<file path="src/rtl/rv_core_pkg.sv">
// Shared encodings for the multicycle RV32I core: branch flags, instruction
// types, trap causes and the pc_sequencer FSM states.
package rv_core_pkg;

  typedef enum logic [1:0] {
    FLAG_NONE   = 2'b00,
    FLAG_JAL    = 2'b01,
    FLAG_JALR   = 2'b10,
    FLAG_BRANCH = 2'b11
  } flag_branch_e;

  typedef enum logic [2:0] {
    ITYPE_R = 3'd0,
    ITYPE_I = 3'd1,
    ITYPE_S = 3'd2,
    ITYPE_B = 3'd3,
    ITYPE_U = 3'd4,
    ITYPE_J = 3'd5
  } instr_type_e;

  typedef enum logic [1:0] {
    TRAP_NONE     = 2'b00,
    TRAP_MISALIGN = 2'b01,
    TRAP_FETCH_TO = 2'b10
  } trap_cause_e;

  typedef enum logic [1:0] {
    PCS_IDLE  = 2'b00,
    PCS_FETCH = 2'b01,
    PCS_EXEC  = 2'b10,
    PCS_HALT  = 2'b11
  } pcs_state_e;

  localparam logic [31:0] PC_STEP = 32'd4;

  function automatic logic is_word_aligned(input logic [31:0] addr);
    return (addr[1:0] == 2'b00);
  endfunction

endpackage

</file>
<file path="src/rtl/pc_sequencer_next_pc_sel.sv">
// Combinational next-PC selection for pc_sequencer, with the word-alignment
// check applied to whichever target is chosen.
module next_pc_sel
  import rv_core_pkg::*;
(
  input  logic [31:0] i_pc,
  input  logic [31:0] i_pc_target,
  input  logic [1:0]  i_flag_branch,
  input  logic        i_branch_taken,
  output logic [31:0] o_pc_plus4,
  output logic [31:0] o_next_pc,
  output logic        o_misaligned
);

  flag_branch_e w_flag;

  always_comb begin
    w_flag     = flag_branch_e'(i_flag_branch);
    o_pc_plus4 = i_pc + PC_STEP;
    o_next_pc  = o_pc_plus4;
    case (w_flag)
      FLAG_JAL:    o_next_pc = i_pc_target;
      FLAG_JALR:   o_next_pc = {i_pc_target[31:1], 1'b0};
      FLAG_BRANCH: if (i_branch_taken) o_next_pc = i_pc_target;
      default:     o_next_pc = o_pc_plus4;
    endcase
    // pc is always word aligned, so only a selected target can fault here
    o_misaligned = !is_word_aligned(o_next_pc);
  end

endmodule

</file>
<file path="src/rtl/pc_sequencer.sv">
// Program counter and fetch sequencer for the multicycle RV32I core.
// Optional retired-instruction counter enabled by `define PC_SEQ_INSTRET_EN.
module pc_sequencer
  import rv_core_pkg::*;
#(
  parameter logic [31:0] RESET_VECTOR = 32'h0000_0000,
  parameter int unsigned ACK_TIMEOUT  = 16
) (
  input  logic        clk,
  input  logic        rst,
  output logic        imem_req,
  output logic [31:0] imem_addr,
  input  logic        imem_ack,
  input  logic [31:0] imem_rdata,
  output logic [31:0] instr,
  output logic        instr_valid,
  input  logic        exec_done,
  input  logic [31:0] pc_target,
  input  logic [1:0]  flag_branch,
  input  logic        branch_taken,
  output logic [31:0] pc,
  output logic [31:0] pc_plus4,
  output logic        trap,
  output logic [1:0]  trap_cause
`ifdef PC_SEQ_INSTRET_EN
  ,
  output logic [63:0] instret
`endif
);

  localparam int unsigned CNT_W = $clog2(ACK_TIMEOUT + 1);
  localparam logic [CNT_W-1:0] CNT_LAST = CNT_W'(ACK_TIMEOUT - 1);

  pcs_state_e       r_state;
  pcs_state_e       w_state_nxt;
  logic [31:0]      r_pc;
  logic [31:0]      r_instr;
  logic             r_instr_valid;
  logic             r_trap;
  trap_cause_e      r_trap_cause;
  logic [CNT_W-1:0] r_cnt;

  logic             w_fetch_ok;
  logic             w_cnt_inc;
  logic             w_commit;
  logic             w_trap_set;
  trap_cause_e      w_trap_cause_nxt;
  logic [31:0]      w_next_pc;
  logic [31:0]      w_pc_plus4;
  logic             w_misaligned;

  next_pc_sel u_next_pc_sel (
    .i_pc           (r_pc),
    .i_pc_target    (pc_target),
    .i_flag_branch  (flag_branch),
    .i_branch_taken (branch_taken),
    .o_pc_plus4     (w_pc_plus4),
    .o_next_pc      (w_next_pc),
    .o_misaligned   (w_misaligned)
  );

  always_ff @(posedge clk or posedge rst) begin
    if (rst) r_state <= PCS_IDLE;
    else     r_state <= w_state_nxt;
  end

  always_comb begin
    w_state_nxt      = r_state;
    w_fetch_ok       = 1'b0;
    w_cnt_inc        = 1'b0;
    w_commit         = 1'b0;
    w_trap_set       = 1'b0;
    w_trap_cause_nxt = TRAP_NONE;
    case (r_state)
      PCS_IDLE: w_state_nxt = PCS_FETCH;
      PCS_FETCH: begin
        if (imem_ack) begin
          w_fetch_ok  = 1'b1;
          w_state_nxt = PCS_EXEC;
        end else begin
          w_cnt_inc = 1'b1;
          // the cycle that brings the count to ACK_TIMEOUT is the last one
          if (r_cnt == CNT_LAST) begin
            w_trap_set       = 1'b1;
            w_trap_cause_nxt = TRAP_FETCH_TO;
            w_state_nxt      = PCS_HALT;
          end
        end
      end
      PCS_EXEC: begin
        if (exec_done) begin
          if (w_misaligned) begin
            w_trap_set       = 1'b1;
            w_trap_cause_nxt = TRAP_MISALIGN;
            w_state_nxt      = PCS_HALT;
          end else begin
            w_commit    = 1'b1;
            w_state_nxt = PCS_FETCH;
          end
        end
      end
      PCS_HALT: w_state_nxt = PCS_HALT;
      default:  w_state_nxt = PCS_IDLE;
    endcase
  end

  always_ff @(posedge clk or posedge rst) begin
    if (rst) begin
      r_pc          <= RESET_VECTOR;
      r_instr       <= '0;
      r_instr_valid <= 1'b0;
      r_trap        <= 1'b0;
      r_trap_cause  <= TRAP_NONE;
      r_cnt         <= '0;
    end else begin
      if (w_fetch_ok) begin
        r_instr       <= imem_rdata;
        r_instr_valid <= 1'b1;
      end
      if (w_cnt_inc) r_cnt <= r_cnt + CNT_W'(1);
      if (w_commit) begin
        r_pc          <= w_next_pc;
        r_instr_valid <= 1'b0;
        r_cnt         <= '0;
      end
      if (w_trap_set) begin
        r_trap        <= 1'b1;
        r_trap_cause  <= w_trap_cause_nxt;
        r_instr_valid <= 1'b0;
      end
    end
  end

`ifdef PC_SEQ_INSTRET_EN
  logic [63:0] r_instret;

  always_ff @(posedge clk or posedge rst) begin
    if (rst)           r_instret <= '0;
    else if (w_commit) r_instret <= r_instret + 64'd1;
  end

  assign instret = r_instret;
`endif

  assign imem_req    = (r_state == PCS_FETCH);
  assign imem_addr   = r_pc;
  assign instr       = r_instr;
  assign instr_valid = r_instr_valid;
  assign pc          = r_pc;
  assign pc_plus4    = w_pc_plus4;
  assign trap        = r_trap;
  assign trap_cause  = r_trap_cause;

endmodule

</file>
<file path="config.mk">
export PLATFORM = sky130hd
export DESIGN_NAME = pc_sequencer
export DESIGN_NICKNAME = d
export VERILOG_FILES = /design/src/rtl/rv_core_pkg.sv /design/src/rtl/pc_sequencer_next_pc_sel.sv /design/src/rtl/pc_sequencer.sv
export SDC_FILE = /design/constraint.sdc
export NUM_CORES = 1
export LEC_CHECK = 0
export CAP_MARGIN = 10
export CORE_MARGIN = 4
export CORE_UTILIZATION = 42
export CTS_CLUSTER_SIZE = 28
export DETAILED_ROUTE_END_ITERATION = 8
export GPL_TIMING_DRIVEN = 0
export PLACE_DENSITY = 0.81
export SETUP_SLACK_MARGIN = 0.4
export SLEW_MARGIN = 15
export SYNTH_ARGS = -nofsm -noshare
export SYNTH_HDL_FRONTEND = slang
export SYNTH_SLANG_ARGS = --single-unit
</file>
<file path="constraint.sdc">
create_clock -name clk -period 3.2 [get_ports clk]
set_input_delay 0.96 -clock clk [delete_from_list [all_inputs] [get_ports clk]]
set_output_delay 0.96 -clock clk [all_outputs]
set_load 0.01 [all_outputs]
</file>
# --- After elaboration in Yosys (flattened, before gate mapping) ---
# Index checks and enable logic that the tools add are counted.
# Widths: inputs -> output; s select.
totals:
  ff_bits: 75
  latchBits: 0
  input_bits: 71
  rom_bits: 0
  ramBits: 0
  mem_count: 0
  wordCells: 52
op_classes:
  n_eq_ne: 9
  shift: 0
  n_bitwise: 0
  multipliers: 0
  magnitude_cmp: 0
  muxes: 29
  div_mod_pow: 0
  n_reduce_logical: 5
  addsub: 2
op_table:
  columns: ["op", "count"]
  rows:
  - ["$pmux 32 s3", 1]
  - ["$add 32x3->32 const B", 1]
  - ["$mux 32", 1]
  - ["$mux 1", 16]
  - ["$mux 2", 6]
  - ["$mux 5", 2]
  - ["$eq 2x2->1 const B", 4]
  - ["$pmux 2 s4", 1]
  - ["$add 5x1->5 const B", 1]
  - ["$eq 5x4->1 const B", 1]
  - ["$eq 2x1->1 const B", 2]
  - ["$logic_not 2->1", 2]
  - ["$pmux 2 s2", 1]
  - ["$ne 3x1->1 const B", 1]
  - ["$reduce_bool 3->1", 1]
  - ["$ne 2x2->1 const B", 1]
  - ["$pmux 1 s2", 1]
  - ["$reduce_and 2->1", 1]
  - ["$reduce_bool 2->1", 1]

# --- Longest topological paths before layout ---
# Gate-level depths: netlist of the first run.
logic_depth:
  word_depth: 9
  depth_mapped: 7

# --- Cells and area by module ---
# A second synthesis of the first run with hierarchy kept.
unflattened:
  hier_cells: 489
  hier_area_um2: 4446.8
by_module_without_submodules:
  columns: ["mod", "area_per_inst_um2", "cells_each", "instances"]
  rows:
  - ["pc_sequencer", 3254.4, 295, 1]
  - ["next_pc_sel", 1192.4, 194, 1]

# --- Least setup slack after synthesis of the first run ---
# OpenSTA, ideal clock, no wires.
synth_path:
  path_type: "reg2out"
  from: "register r_pc[9], in the netlist imem_addr[9]"
  to: "output port pc_plus4[25]"
  slack_ns: 0.283
  path_buffers: 2
  t_arrival_ns: 1.957
  stages_incl_launch_ff: 7
  t_required_ns: 2.240
  cell_sequence: "dfrtp_1 > clkbuf_2 > nand4_4 > or4_1 > buf_6 > nor4_4 > xor2_1"
synth_via:
  elab_chain_cells: 1
synth_lines:
  columns: ["element", "line_no", "source"]
  rows:
  - ["from (decl)", "pc_sequencer.sv:36", "logic [31:0] r_pc;"]
  - ["from (signal assigned)", "pc_sequencer.sv:122", "r_pc <= w_next_pc;"]
  - ["$add 32x3->32", "pc_sequencer_next_pc_sel.sv:19", "o_pc_plus4 = i_pc + PC_STEP;"]
  - ["to (decl)", "pc_sequencer.sv:22", "output logic [31:0] pc_plus4,"]
# No other way between the ends.

# --- Worst setup path after layout of the first run ---
layout_path:
  from: "register r_pc[3], in the netlist imem_addr[3]"
  to: "output port pc_plus4[25]"
# Same word-level chain as after synthesis.

==> metrics.txt, run 1 <==
# TYPE chip_impl_metric gauge
chip_impl_metric{name="clkSlewWorstSetupHoldPaths",unit="ns"} 0.09
chip_impl_metric{name="netlist-cell-type-count",unit=""} 62
chip_impl_metric{name="cts.path.max_buffers",unit=""} 2
chip_impl_metric{name="worst_slew_pin_slew",unit="ns"} 0.631
chip_impl_metric{name="worst_slew_margin_rel",unit="%"} 58.0
chip_impl_metric{name="crit_required",unit="ns"} 2.24
chip_impl_metric{name="synth_fp_nets",unit=""} 516
chip_impl_metric{name="totalNegativeSetupSlack",unit="ns"} -0.0289
chip_impl_info{name="violations",value="setup timing"} 1
chip_impl_metric{name="layout_setup_ws",unit="ns"} -0.0289
chip_impl_metric{name="number_of_global_route_vias_before_repair",unit=""} 4772
chip_impl_metric{name="drt_pass1_iterations",unit=""} 7
chip_impl_metric{name="p_switching",unit="µW"} 2560
chip_impl_metric{name="power_leakage",unit="µW"} 0.00338
chip_impl_metric{name="ant_nets",unit=""} 0
chip_impl_metric{name="pin_count_of_the_biggest_net_entering_global_routing",unit=""} 36
chip_impl_metric{name="cts-htree-levels",unit=""} 3
chip_impl_metric{name="cts_hold_buffers",unit=""} 0
chip_impl_metric{name="setup_viol_count_final",unit=""} 1
chip_impl_metric{name="global_route.overflow_total",unit=""} 0
chip_impl_metric{name="floorplan.die_area",unit="µm²"} 12400
chip_impl_info{name="outcome",value="finished with violations"} 1
chip_impl_metric{name="fillers",unit=""} 675
chip_impl_metric{name="detailedRoute.firstIterationViolations",unit=""} 256
chip_impl_metric{name="p_int",unit="µW"} 4100
chip_impl_metric{name="floorplan.die.width",unit="µm"} 111
chip_impl_metric{name="p_sw_share",unit="%"} 38.4
chip_impl_metric{name="combined_area_of_the_multi_input_logic_cells",unit="µm²"} 2470
chip_impl_metric{name="dr_total_vias",unit=""} 4701
chip_impl_metric{name="maxCapViolations",unit=""} 0
chip_impl_info{name="cts_tree",value="yes"} 1
chip_impl_metric{name="final.setup_skew",unit="ns"} 0.0145
chip_impl_info{name="holdCritPathClass",value="register to register"} 1
chip_impl_metric{name="floorplan.io_pins",unit=""} 204
chip_impl_info{name="clock_root_buffer",value="sky130_fd_sc_hd__clkbuf_8"} 1
chip_impl_metric{name="cts_made_buffers",unit=""} 9
chip_impl_info{name="dominant_register_cell_in_the_synthesized_netlist",value="sky130_fd_sc_hd__dfrtp_1"} 1
chip_impl_metric{name="hold-worst-slack",unit="ns"} 0.489
chip_impl_metric{name="initial_core_util",unit="%"} 43.2
chip_impl_metric{name="critical_path.max_fanout",unit=""} 5
chip_impl_metric{name="p_per_area",unit="nW/µm²"} 857
chip_impl_metric{name="core_area",unit="µm²"} 10400
chip_impl_metric{name="combPwrFrac",unit="%"} 61.3
chip_impl_info{name="worstSetupEndpointType",value="output port"} 1
chip_impl_metric{name="critPathArrivalTime",unit="ns"} 2.27
chip_impl_metric{name="layout_area_growth_over_synthesis",unit="%"} 73.4
chip_impl_metric{name="report.final.hold_viol_count",unit=""} 0
chip_impl_info{name="critPathKind",value="register to output port"} 1
chip_impl_metric{name="synth.yosys.warnings",unit=""} 0
chip_impl_metric{name="async_flop_share",unit="%"} 100
chip_impl_metric{name="remaining_drc_errors",unit=""} 0
chip_impl_metric{name="fin_crit_sh",unit="%"} 101
chip_impl_metric{name="groute.usage.overall",unit="%"} 24.5
chip_impl_metric{name="timing_max_transition_violations_final",unit=""} 0
chip_impl_metric{name="buffer_ports.inserted",unit=""} 202
chip_impl_metric{name="drive_above_1_share",unit="%"} 37.2
chip_impl_metric{name="final_core_util",unit="%"} 74.8
chip_impl_metric{name="die_h",unit="µm"} 111
chip_impl_metric{name="nets",unit=""} 807
chip_impl_metric{name="max-vdd-ir-drop",unit="mV"} 0.497
chip_impl_metric{name="timing.final.crit_period",unit="ns"} 3.23
chip_impl_metric{name="report.power.total",unit="µW"} 6650
chip_impl_metric{name="cts_sinks",unit=""} 75
chip_impl_metric{name="first_pass_grt_wire_length",unit="µm"} 24800
chip_impl_metric{name="synth_edf_count",unit=""} 0
chip_impl_metric{name="post_synth_inst_count",unit=""} 438
chip_impl_metric{name="dp.final_hpwl",unit="µm"} 10900
chip_impl_metric{name="final_wirelength",unit="µm"} 16600
chip_impl_metric{name="power.sequential.fraction",unit="%"} 28.8
chip_impl_metric{name="antenna_cells",unit=""} 0
chip_impl_metric{name="worst_skew_pair_later_pin_latency",unit="ns"} 0.35
chip_impl_metric{name="rrSetupSlack",unit="ns"} 0.79
chip_impl_metric{name="routed_via_density",unit=""} 5.41
chip_impl_metric{name="place_congestion",unit=""} 0.876
chip_impl_info{name="rsz0062_at_grt",value="yes"} 1
chip_impl_metric{name="antenna_found_initial",unit=""} 1
chip_impl_metric{name="syn-cell-area",unit="µm²"} 4480
chip_impl_info{name="setup.worst_path.start_class",value="register"} 1
chip_impl_metric{name="area.sequential",unit="µm²"} 1900
chip_impl_metric{name="ys_seq_elements",unit=""} 75
chip_impl_metric{name="power.share.clock",unit="%"} 9.9
chip_impl_metric{name="avgRoutedWirePerCell",unit="µm"} 19.0
chip_impl_metric{name="syn_avg_cell_area",unit="µm²"} 10.2
chip_impl_metric{name="fmaxAchievable",unit="MHz"} 310
chip_impl_metric{name="placement_rows",unit=""} 37
chip_impl_metric{name="seq_area_frac_synth",unit="%"} 41.9
-- through the flow --
step	setup slack (ns)	cells	area (µm²)
final	-0.0289	869	7760
after global routing	-0.115	869	7760
after CTS	0.0410	843	7420
after detailed placement	-0.362	778	6740
after global placement	-0.310	776	6700
after floorplan	0.347	438	4510
-- worst paths after layout --
check,depth (start not counted),from,to
setup / recovery,7,imem_addr[3],pc_plus4[25]
hold / removal,1,trap,trap
setup reg to reg,13,imem_addr[3],imem_addr[14]
hold reg to reg,1,trap,trap
max in group asynchronous,3,rst,imem_addr[22]
min in group asynchronous,2,rst,instr[6]
-- layer usage --
metal / GRT usage [%] / share of wire (%) / vias up
met3: 8.24 / 11 / 30
met5: 0 / 0.079 / -
met2: 41.6 / 50 / 288
met1: 28.9 / 37 / 2260
met4: 8.27 / 1.6 / 2
li1: - / - / 2121
-- critical path, cell delays in order, from the launching register on --
cell and delay, ns:
sky130_fd_sc_hd__dfrtp_2 0.44, sky130_fd_sc_hd__buf_12 0.12, sky130_fd_sc_hd__nand3_4 0.08, sky130_fd_sc_hd__or4_4 0.55
sky130_fd_sc_hd__buf_6 0.15, sky130_fd_sc_hd__nor4_4 0.21, sky130_fd_sc_hd__xor2_1 0.20, sky130_fd_sc_hd__buf_2 0.16
-- cells in the final DEF, fill, tap and decap left out, drive strengths merged, types with 6 or more instances in the layout --
master	count
a22oi	9
nand2	30
xor2	14
mux2	32
nor2	30
o21ai	25
a21oi	15
xnor2	16
inv	9
ha	7
dfrtp	75
clkdlybuf4s50	174
nor3	9
nand4	12
clkbuf	24
buf	143
nand3	17
o22a	7
o2bb2ai	6
-- Yosys cell counts (3+ instances only) --
master | number | area share, %
sky130_fd_sc_hd__buf_4 | 35 | 5.9
sky130_fd_sc_hd__xor2_1 | 14 | 2.7
sky130_fd_sc_hd__o21ai_0 | 23 | 2.6
sky130_fd_sc_hd__o22a_1 | 7 | 1.4
sky130_fd_sc_hd__nor3_1 | 8 | 0.89
sky130_fd_sc_hd__mux2_2 | 32 | 8.1
sky130_fd_sc_hd__nand2_1 | 30 | 2.5
sky130_fd_sc_hd__mux2i_1 | 5 | 1.1
sky130_fd_sc_hd__dfrtp_1 | 75 | 42
sky130_fd_sc_hd__a22oi_1 | 9 | 1.5
sky130_fd_sc_hd__ha_1 | 7 | 2.0
sky130_fd_sc_hd__and4_1 | 5 | 0.98
sky130_fd_sc_hd__clkbuf_8 | 4 | 1.2
sky130_fd_sc_hd__and3_1 | 5 | 0.70
sky130_fd_sc_hd__xnor2_1 | 16 | 3.1
sky130_fd_sc_hd__nor2b_1 | 3 | 0.42
sky130_fd_sc_hd__a21oi_1 | 15 | 1.7
sky130_fd_sc_hd__nand3_1 | 15 | 1.7
sky130_fd_sc_hd__a211oi_1 | 3 | 0.50
sky130_fd_sc_hd__nor4_4 | 3 | 1.4
sky130_fd_sc_hd__clkbuf_1 | 9 | 0.75
sky130_fd_sc_hd__a31oi_1 | 5 | 0.70
sky130_fd_sc_hd__nand4_1 | 9 | 1.3
sky130_fd_sc_hd__o2bb2ai_1 | 6 | 1.2
sky130_fd_sc_hd__buf_1 | 3 | 0.25
sky130_fd_sc_hd__o22ai_1 | 3 | 0.42
sky130_fd_sc_hd__inv_1 | 10 | 0.84
sky130_fd_sc_hd__nor2_1 | 30 | 2.5
sky130_fd_sc_hd__a2bb2oi_1 | 5 | 0.98
-- final cells by class --
type | count | share of cell area (%)
inverter | 10 | 0.532
tap | 136 | 2.19
multi-input combinational | 297 | 31.8
clock buffer | 10 | 1.77
clock inverter | 5 | 0.387
buffer | 56 | 5.43
sequential | 75 | 24.5
timing repair buffer | 280 | 33.4
-- cell families (layout without fill, tap and decap cells) --
| group | Yosys count | count (layout) | share of synthesized area [%] |
|---|---|---|---|
| AND/OR/NAND/NOR | 129 | 129 | 16.9 |
| adder cells (fa/ha/maj) | 7 | 7 | 1.96 |
| AO/OA/AOI/OAI | 94 | 94 | 14.4 |
| buffers and inverters | 66 | 361 | 9.78 |
| XOR/XNOR | 30 | 30 | 5.87 |
| multiplexers | 37 | 37 | 9.17 |
| flip-flops | 75 | 75 | 41.9 |
-- power by group through the flow --
| stage | Combinational (µW) | Clock, µW | Sequential, µW |
|---|---|---|---|
| 6_report | 4080 | 661 | 1920 |
| 5_1_grt | 4360 | 708 | 1980 |
| 2_1_floorplan | 1530 | 0 | 2030 |
| 3_5_place_dp | 3650 | 0 | 1950 |
| 3_3_place_gp | 3580 | 0 | 1920 |
| 4_1_cts | 3910 | 669 | 1900 |
-- state kept, by name, summed over array words and instances (netlist names) --
name / count
trap: 1
r_state: 2
trap_cause: 2
r_cnt: 5
instr: 32
instr_valid: 1
imem_addr: 32
-- repair_timing --
item | CTS | global route
buffers inserted | 50 | 26
pin swaps | 29 | 18
resized for setup | 143 | 50
setup endpoints to repair | 41 | 39
Note: power is estimated with default switching activity, not from simulation.
==> run 2: changes to the inputs <==
--- a/config.mk
+++ b/config.mk
@@ -5,7 +5,6 @@
 export SDC_FILE = /design/constraint.sdc
 export NUM_CORES = 1
 export LEC_CHECK = 0
-export CAP_MARGIN = 10
 export CORE_MARGIN = 4
 export CORE_UTILIZATION = 42
 export CTS_CLUSTER_SIZE = 28
==> results of run 2 <==
No change in the layout: final DEF, timing and power equal those of run 1.
